### config.mk
export PLATFORM = sky130hd
export DESIGN_NAME = serial_add_sub_flat
export DESIGN_NICKNAME = d
export VERILOG_FILES = /design/src/rtl/serial_add_sub_if.sv /design/src/rtl/serial_add_sub.sv /design/src/flat_wrapper.sv
export SDC_FILE = /design/constraint.sdc
export NUM_CORES = 1
export LEC_CHECK = 0
export CELL_PAD_IN_SITES_DETAIL_PLACEMENT = 1
export CELL_PAD_IN_SITES_GLOBAL_PLACEMENT = 2
export CORE_ASPECT_RATIO = 0.8
export CORE_UTILIZATION = 33
export DETAILED_ROUTE_END_ITERATION = 8
export PLACE_DENSITY_LB_ADDON = 0.1
export SLEW_MARGIN = 20
export SYNTH_ARGS = -nofsm -noshare
export SYNTH_HDL_FRONTEND = slang
export SYNTH_SLANG_ARGS = --single-unit
### constraint.sdc
create_clock -name clk -period 3 [get_ports clk]
set_clock_uncertainty 0.2 [all_clocks]
set_input_delay 0.3 -clock clk [delete_from_list [all_inputs] [get_ports clk]]
set_output_delay 0.3 -clock clk [all_outputs]
set_load 0.02 [all_outputs]
### src/rtl/serial_add_sub_if.sv
// Handshake/bus bundle for serial_add_sub.
//   master : requester; drives start/sub/a/b and observes the status and results
//   slave  : the serial arithmetic unit; drives busy/done/result/cout/overflow
interface serial_add_sub_if #(
  parameter int WIDTH = 8
);
  logic             start;
  logic             sub;
  logic [WIDTH-1:0] a;
  logic [WIDTH-1:0] b;
  logic             busy;
  logic             done;
  logic [WIDTH-1:0] result;
  logic             cout;
  logic             overflow;

  modport master (
    output start, sub, a, b,
    input  busy, done, result, cout, overflow
  );

  modport slave (
    input  start, sub, a, b,
    output busy, done, result, cout, overflow
  );
endinterface

### src/rtl/serial_add_sub.sv
// Bit-serial WIDTH-bit adder/subtractor.
// It uses one full-adder slice and a carry flop, and works on one bit per clock,
// LSB first. An operation takes WIDTH RUN cycles. A one-cycle done pulse follows.
// Ports:
//   clk      rising-edge clock
//   rst_n    synchronous active-low reset
//   bus      serial_add_sub_if.slave
//            start/sub/a/b  request; sampled only in IDLE
//            busy           high while in RUN
//            done           one-cycle pulse; result/cout/overflow valid from here on
//            result         sum/difference mod 2^WIDTH
//            cout           carry out (for subtract, 1 = no borrow)
//            overflow       two's-complement signed overflow
module serial_add_sub #(
  parameter int WIDTH = 8
) (
  input  logic           clk,
  input  logic           rst_n,
  serial_add_sub_if.slave bus
);
  localparam int CW = $clog2(WIDTH) + 1;

  typedef enum logic [1:0] {IDLE, RUN, DONE} state_t;

  state_t           state;
  logic [WIDTH-1:0] a_sh;
  logic [WIDTH-1:0] b_sh;
  logic [WIDTH-1:0] res_sh;
  logic             c;
  logic [CW-1:0]    cnt;
  logic             busy_q;
  logic             done_q;
  logic             cout_q;
  logic             ovf_q;

  // Bit slice
  logic s;
  logic c_nxt;

  always_comb begin
    s     = a_sh[0] ^ b_sh[0] ^ c;
    c_nxt = (a_sh[0] & b_sh[0]) | (a_sh[0] & c) | (b_sh[0] & c);
  end

  always_ff @(posedge clk) begin
    if (!rst_n) begin
      state  <= IDLE;
      a_sh   <= '0;
      b_sh   <= '0;
      res_sh <= '0;
      c      <= 1'b0;
      cnt    <= '0;
      busy_q <= 1'b0;
      done_q <= 1'b0;
      cout_q <= 1'b0;
      ovf_q  <= 1'b0;
    end else begin
      case (state)
        IDLE: begin
          if (bus.start) begin
            // Subtract is done as a + ~b + 1. The +1 comes from the initial carry.
            a_sh   <= bus.a;
            b_sh   <= bus.sub ? ~bus.b : bus.b;
            c      <= bus.sub;
            cnt    <= '0;
            busy_q <= 1'b1;
            state  <= RUN;
          end
        end
        RUN: begin
          // Sum bits enter at the MSB. After WIDTH shifts, bit 0 is back at the LSB.
          res_sh <= {s, res_sh[WIDTH-1:1]};
          a_sh   <= {1'b0, a_sh[WIDTH-1:1]};
          b_sh   <= {1'b0, b_sh[WIDTH-1:1]};
          c      <= c_nxt;
          cnt    <= cnt + 1'b1;
          if (cnt == CW'(WIDTH - 1)) begin
            // On this edge, c is the carry into the MSB slice. c_nxt is the carry out of it.
            cout_q <= c_nxt;
            ovf_q  <= c_nxt ^ c;
            busy_q <= 1'b0;
            done_q <= 1'b1;
            state  <= DONE;
          end
        end
        DONE: begin
          done_q <= 1'b0;
          state  <= IDLE;
        end
        default: begin
          busy_q <= 1'b0;
          done_q <= 1'b0;
          state  <= IDLE;
        end
      endcase
    end
  end

  assign bus.busy     = busy_q;
  assign bus.done     = done_q;
  assign bus.result   = res_sh;
  assign bus.cout     = cout_q;
  assign bus.overflow = ovf_q;
endmodule

### src/flat_wrapper.sv
// flat-port wrapper written by rule: the top's interface ports become plain ports
module serial_add_sub_flat 
#(
  parameter int WIDTH = 8
)
  (clk, rst_n, bus_start, bus_sub, bus_a, bus_b, bus_busy, bus_done, bus_result, bus_cout, bus_overflow);
  serial_add_sub_if #(.WIDTH(WIDTH)) bus_i ();
  input  logic clk;
  input  logic rst_n;
  input wire logic [$bits(bus_i.start)-1:0] bus_start;
  input wire logic [$bits(bus_i.sub)-1:0] bus_sub;
  input wire logic [$bits(bus_i.a)-1:0] bus_a;
  input wire logic [$bits(bus_i.b)-1:0] bus_b;
  output wire logic [$bits(bus_i.busy)-1:0] bus_busy;
  output wire logic [$bits(bus_i.done)-1:0] bus_done;
  output wire logic [$bits(bus_i.result)-1:0] bus_result;
  output wire logic [$bits(bus_i.cout)-1:0] bus_cout;
  output wire logic [$bits(bus_i.overflow)-1:0] bus_overflow;
  assign bus_i.start = bus_start;
  assign bus_i.sub = bus_sub;
  assign bus_i.a = bus_a;
  assign bus_i.b = bus_b;
  assign bus_busy = bus_i.busy;
  assign bus_done = bus_i.done;
  assign bus_result = bus_i.result;
  assign bus_cout = bus_i.cout;
  assign bus_overflow = bus_i.overflow;
  serial_add_sub #(.WIDTH(WIDTH)) u_core (.clk(clk), .rst_n(rst_n), .bus(bus_i));
endmodule
Word-level counts from Yosys, hierarchy flattened --
Index checks and enable logic that the tools add are counted. Widths: inputs -> output; s select.
Operators by class: equal/unequal tests 5, reduce and logical (&&, ||, !) cells 7, add/sub/neg operators 1, multiplexer cells 17, bitwise gates (word level) 11
Operators with widths (number):
- $pmux 8 s2 | 2
- $mux 8 | 3
- $not 8->8 | 1
- $pmux 4 s2 | 1
- $reduce_and 2->1 | 4
- $add 4x1->4 const B | 1
- $eq 4x3->1 const B | 1
- $mux 1 | 4
- $mux 2 | 2
- $mux 4 | 1
- $pmux 1 s2 | 2
- $pmux 2 s2 | 1
- $and 1x1->1 | 3
- $pmux 1 s3 | 1
- $reduce_and 3->1 | 1
- $xor 1x1->1 | 3
- $eq 2x1->1 const B | 1
- $eq 2x2->1 const B | 1
- $logic_not 2->1 | 1
- $ne 2x1->1 const B | 1
- $ne 2x2->1 const B | 1
- $not 1->1 | 2
- $or 1x1->1 | 2
- $reduce_bool 2->1 | 1
Storage, ports and cells: logic and storage cells 51, output and inout port bits 12, bits in registers 35, bits of input ports 20

Logic depth before layout (Yosys ltp) --
depth in word-level cells 4, gate-level depth with buffers 5, gate-level depth less buffers 4

Worst setup path after synthesis --
No wires, ideal clock.
path kind register to register, start register u_core.c, end register u_core.c, slack 1533 ps, period minus slack after synthesis 1467 ps, setup time 119 ps, path buffers 0, cell stages (with the launch flop) 5, arrival time 1149 ps, data required time 2681 ps, path through dfxtp_1 > fa_1 > nor2b_1 > a21oi_1 > o221a_1
On the way: longest elaborated chain between the ends 4, elaborated cells on any way between the ends 5, those cells by class 1 x mux; 4 x bitwise
Ends and longest elaborated chain:
- start, declared | RTL line serial_add_sub.sv:29 | logic c;
- start signal, assigned | RTL line serial_add_sub.sv:64 | c <= bus.sub;
- start signal, assigned | RTL line serial_add_sub.sv:75 | c <= c_nxt;
- $and 1x1->1 | RTL line serial_add_sub.sv:42 | c_nxt = (a_sh[0] & b_sh[0]) | (a_sh[0] & c) | (b_sh[0] & c);
- $or 1x1->1 | RTL line serial_add_sub.sv:42
- $or 1x1->1 * | RTL line serial_add_sub.sv:42
- via u_core.c_nxt | RTL line serial_add_sub.sv:38 | logic c_nxt;
- $pmux 1 s2 * | RTL line serial_add_sub.sv:58 | case (state)
The timed path passes the listed nets; every way through them passes the cells marked *. A chain may end at the register's enable or synchronous reset.

Worst setup path after layout --
start register u_core.state[0], end register u_core.cnt[2]
On the way: longest elaborated chain between the ends 3, elaborated cells on any way between the ends 6, those cells by class 2 x eq/ne; 1 x mux; 3 x reduce/logical
Ends and longest elaborated chain:
- start, declared | RTL line serial_add_sub.sv:25 | state_t state;
- start signal, assigned | RTL line serial_add_sub.sv:47 | state <= IDLE;
- start signal, assigned | RTL line serial_add_sub.sv:67 | state <= RUN;
- start signal, assigned | RTL line serial_add_sub.sv:83 | state <= DONE;
- $eq 2x1->1 / $logic_not 2->1 (equally long branches) | RTL line serial_add_sub.sv:58
- $reduce_bool 2->1 (no line) / $ne 2x2->1 (equally long branches)
- $reduce_and 2->1 (no line)
- end signal, assigned | RTL line serial_add_sub.sv:76 | cnt <= cnt + 1'b1;
- end, declared | RTL line serial_add_sub.sv:30 | logic [CW-1:0] cnt;
Several ways; a longest one is shown, not always the timed one.

==> impl_metrics.yaml <==
worst_setup_path:
  cpMaxStageDelayCell: "dfxtp_1"
  startpoint: "u_core.state[0]$_SDFFE_PN0P_"
  end_kind: "register"
  endpoint: "u_core.cnt[2]$_SDFFE_PN0P_"
  cp.arrival_ns: 2.17
  path_cells: "o21ba_1 > o211ai_1 > and3b_1"
  cp.required_ns: 2.98
  path_depth: 3
  rr_startpoint: "u_core.state[0]$_SDFFE_PN0P_"
  crit_type: "reg2reg"
  r2r_cells: 3
  cp_slowest_stage_delay_ns: 0.76
  regToRegSetupSlack_ns: 0.81
  cp_max_fo: 22
  crit_family: "compound AO/OA/AOI/OAI gates"
  rr_endpoint: "u_core.cnt[2]$_SDFFE_PN0P_"
  path_buf_inv: 0
  crit_path_start_kind: "register"
outcome:
  status: "finished, final reports clean"
logic_synthesis:
  syn-num-nets: 197
  synthDistinctLibCells: 34
  yosys-top-cells-area: "dfxtp_1 (43%), nand2_1 (6.0%), o221a_1 (5.5%), nor2b_1 (5.0%), xor2_1 (3.7%)"
  avgSynthCellArea_sq_um: 9.36
  ys_warn_count: 0
  synth_area_sq_um: 1640
  ys_seq_area_share_pct: 42.8
  synth_top_area_share_pct: 42.8
  synthCells: 175
  yosys.area.top_type: "dfxtp_1"
  synth-seq-cells: 35
layout:
  nNetsFinal: 221
  final_cell_mix: "dfxtp_1 (35), clkdlybuf4s50_1 (31), nand2_1 (26)"
  final_common_cell: "dfxtp_1"
  antennaDiodeCount: 0
  drive_above_1_share_pct: 6.57
  syn2layout_area_growth_pct: 22.3
  finish.utilization_pct: 42.8
power:
  p_leak_nw: 0.725
  p_seq_share_pct: 52.5
  p_sw_share_pct: 26.2
  p_comb_share_pct: 15.1
  p_int_uw: 718
  p_switching_uw: 255
  clockPowerShare_pct: 32.4
  pwr_density_cell_nw_per_um2: 486
  ir_worst_vdd_mv: 0.211
floorplanning:
  die_area_sq_um: 5250
  core_area_sq_um: 4680
  die_h_um: 65.0
  ios: 32
  start_util_pct: 35.0
  die_w_um: 80.8
  num_rows: 22
clocking:
  cts_resized: 0
  cts_tree: "yes"
  h-tree-depth: 2
  clk_pin_slew_ns: 0.07
  cts_made_buffers: 5
  hold_buffers: 0
  clk_latency_ns: 0.28
  cts_num_sinks: 35
  clock_path_buffers: 2
  cts_setup_buffers: 0
  clockRootBuffer: "clkbuf_8"
run:
  drv_cap: 0
global_routing:
  grt_pass1_vias: 1296
  overflow: 0
  grt_max_degree: 46
  grt_pass1_wl_mm: 6.47
  grt.total_usage_pct: 16.5
  antenna_found_initial: 0
sta:
  setup_violations: 0
  slew_violations: 0
  slew_headroom_pct: 52.3
  period_share_pct: 73.1
  finalHoldViolations: 0
  fin_tns_setup_ns: 0
  tightest_slew_ns: 0.715
  max_freq_mhz: 456
  rsz0062_at_grt: "false"
  fin_crit_ns: 2.19
placement:
  port_buffers: 31
  dp_hpwl_mm: 2.55
  place_congestion: 0.714
detailed_routing:
  drtAntennaViolNets: 0
  viasPerCell: 5.09
  dr.pass1.iters: 4
  drt_wl_total_mm: 3.79
  vias: 1314
  drc_errors: 0
  drt_iter0_drc: 55
  wl_per_cell_um: 14.7
min_path:
  hold_path.class: "reg2reg"
## routing by layer
metal / up-vias / wire (um) / share of wire [%] / GRT usage [%]
li1: 650 / - / - / -
met1: 631 / 1980 / 52 / 22.9
met2: 31 / 1620 / 43 / 23.7
met3: 2 / 181 / 4.8 / 6.34
met4: 0 / 8 / 0.21 / 4.02
met5: - / 0 / 0 / 0
## cell usage after synthesis, drive strengths merged
library cell	number
nor2b	14
o21bai	1
buf	11
fa	1
nand4	1
o21ba	1
ha	1
o221a	8
xor2	7
and3b	1
a21oi	11
nor3b	1
a21boi	8
clkbuf	5
o21ai	1
nor2	9
and2	2
xnor2	2
o21a	1
nand2	27
nand3	7
mux2i	4
a22oi	3
nand2b	3
o221ai	7
o211ai	1
dfxtp	35
nand3b	2
## stage by stage
step / cells / cell area, sq um / power (mW) / worst slack (ns) / hold slack [ns]
2_1_floorplan: 175 / 1640 / 0.623 / 1.53 / 0.263
3_3_place_gp: 252 / 1930 / 0.664 / 0.696 / 0.239
3_5_place_dp: 252 / 1930 / 0.670 / 0.637 / 0.258
4_1_cts: 258 / 2000 / 0.988 / 0.835 / 0.269
5_1_grt: 258 / 2000 / 1.03 / 0.670 / 0.287
6_report: 258 / 2000 / 0.973 / 0.808 / 0.264
## cell families after synthesis
kind of cell / count (synthesis) / share of synthesized area, %
multiplexers: 4 / 2.44
AND/OR/NAND/NOR: 67 / 20.7
buffers and inverters: 16 / 6.57
XOR/XNOR: 9 / 4.81
adder cells (fa/ha/maj): 2 / 1.99
AO/OA/AOI/OAI: 42 / 20.7
flip-flops: 35 / 42.8
## flip-flops by register name (all words and copies together) (netlist names)
register and count:
u_core.a_sh 8, u_core.b_sh 8, u_core.bus.result 8, u_core.cnt 4, u_core.state 2, u_core.bus.busy 1
u_core.bus.cout 1, u_core.bus.done 1, u_core.bus.overflow 1, u_core.c 1
## how the worst min path moves through the flow
| stage | end | depth (start not counted) | start | slack, ns |
|---|---|---|---|---|
| 2_1_floorplan | u_core.b_sh[6]$_SDFFE_PN0P_ | 2 | u_core.b_sh[7]$_SDFFE_PN0P_ | 0.26 |
| 3_3_place_gp | u_core.bus.result[0]$_SDFFE_PN0P_ | 2 | u_core.bus.result[0]$_SDFFE_PN0P_ | 0.24 |
| 3_5_place_dp | u_core.bus.cout$_SDFFE_PN0P_ | 2 | u_core.bus.cout$_SDFFE_PN0P_ | 0.26 |
| 4_1_cts | u_core.bus.cout$_SDFFE_PN0P_ | 2 | u_core.bus.cout$_SDFFE_PN0P_ | 0.27 |
| 5_1_grt | u_core.bus.cout$_SDFFE_PN0P_ | 2 | u_core.bus.cout$_SDFFE_PN0P_ | 0.29 |
| 6_report | u_core.bus.cout$_SDFFE_PN0P_ | 2 | u_core.bus.cout$_SDFFE_PN0P_ | 0.26 |
## cell type report
cell class,count,area (sq um)
Fill cell,543,2680
Multi-Input combinational cell,124,830
Sequential cell,35,701
Timing Repair Buffer,33,325
Tap cell,60,75.1
Clock buffer,6,72.6
## worst reg2reg max path: stages, from the launching register on
cell	delay, ns
dfxtp_1	0.76
o21ba_1	0.71
o211ai_1	0.19
and3b_1	0.22
## power by group through the flow
stage          clock network, mW  logic (mW)  registers (mW)
6_report                   0.315       0.147           0.511
5_1_grt                    0.346       0.165           0.514
4_1_cts                    0.328       0.149           0.511
3_5_place_dp                   0       0.148           0.521
3_3_place_gp                   0       0.144           0.520
2_1_floorplan                  0       0.107           0.516
No activity file was read; power rests on OpenSTA's default activity.
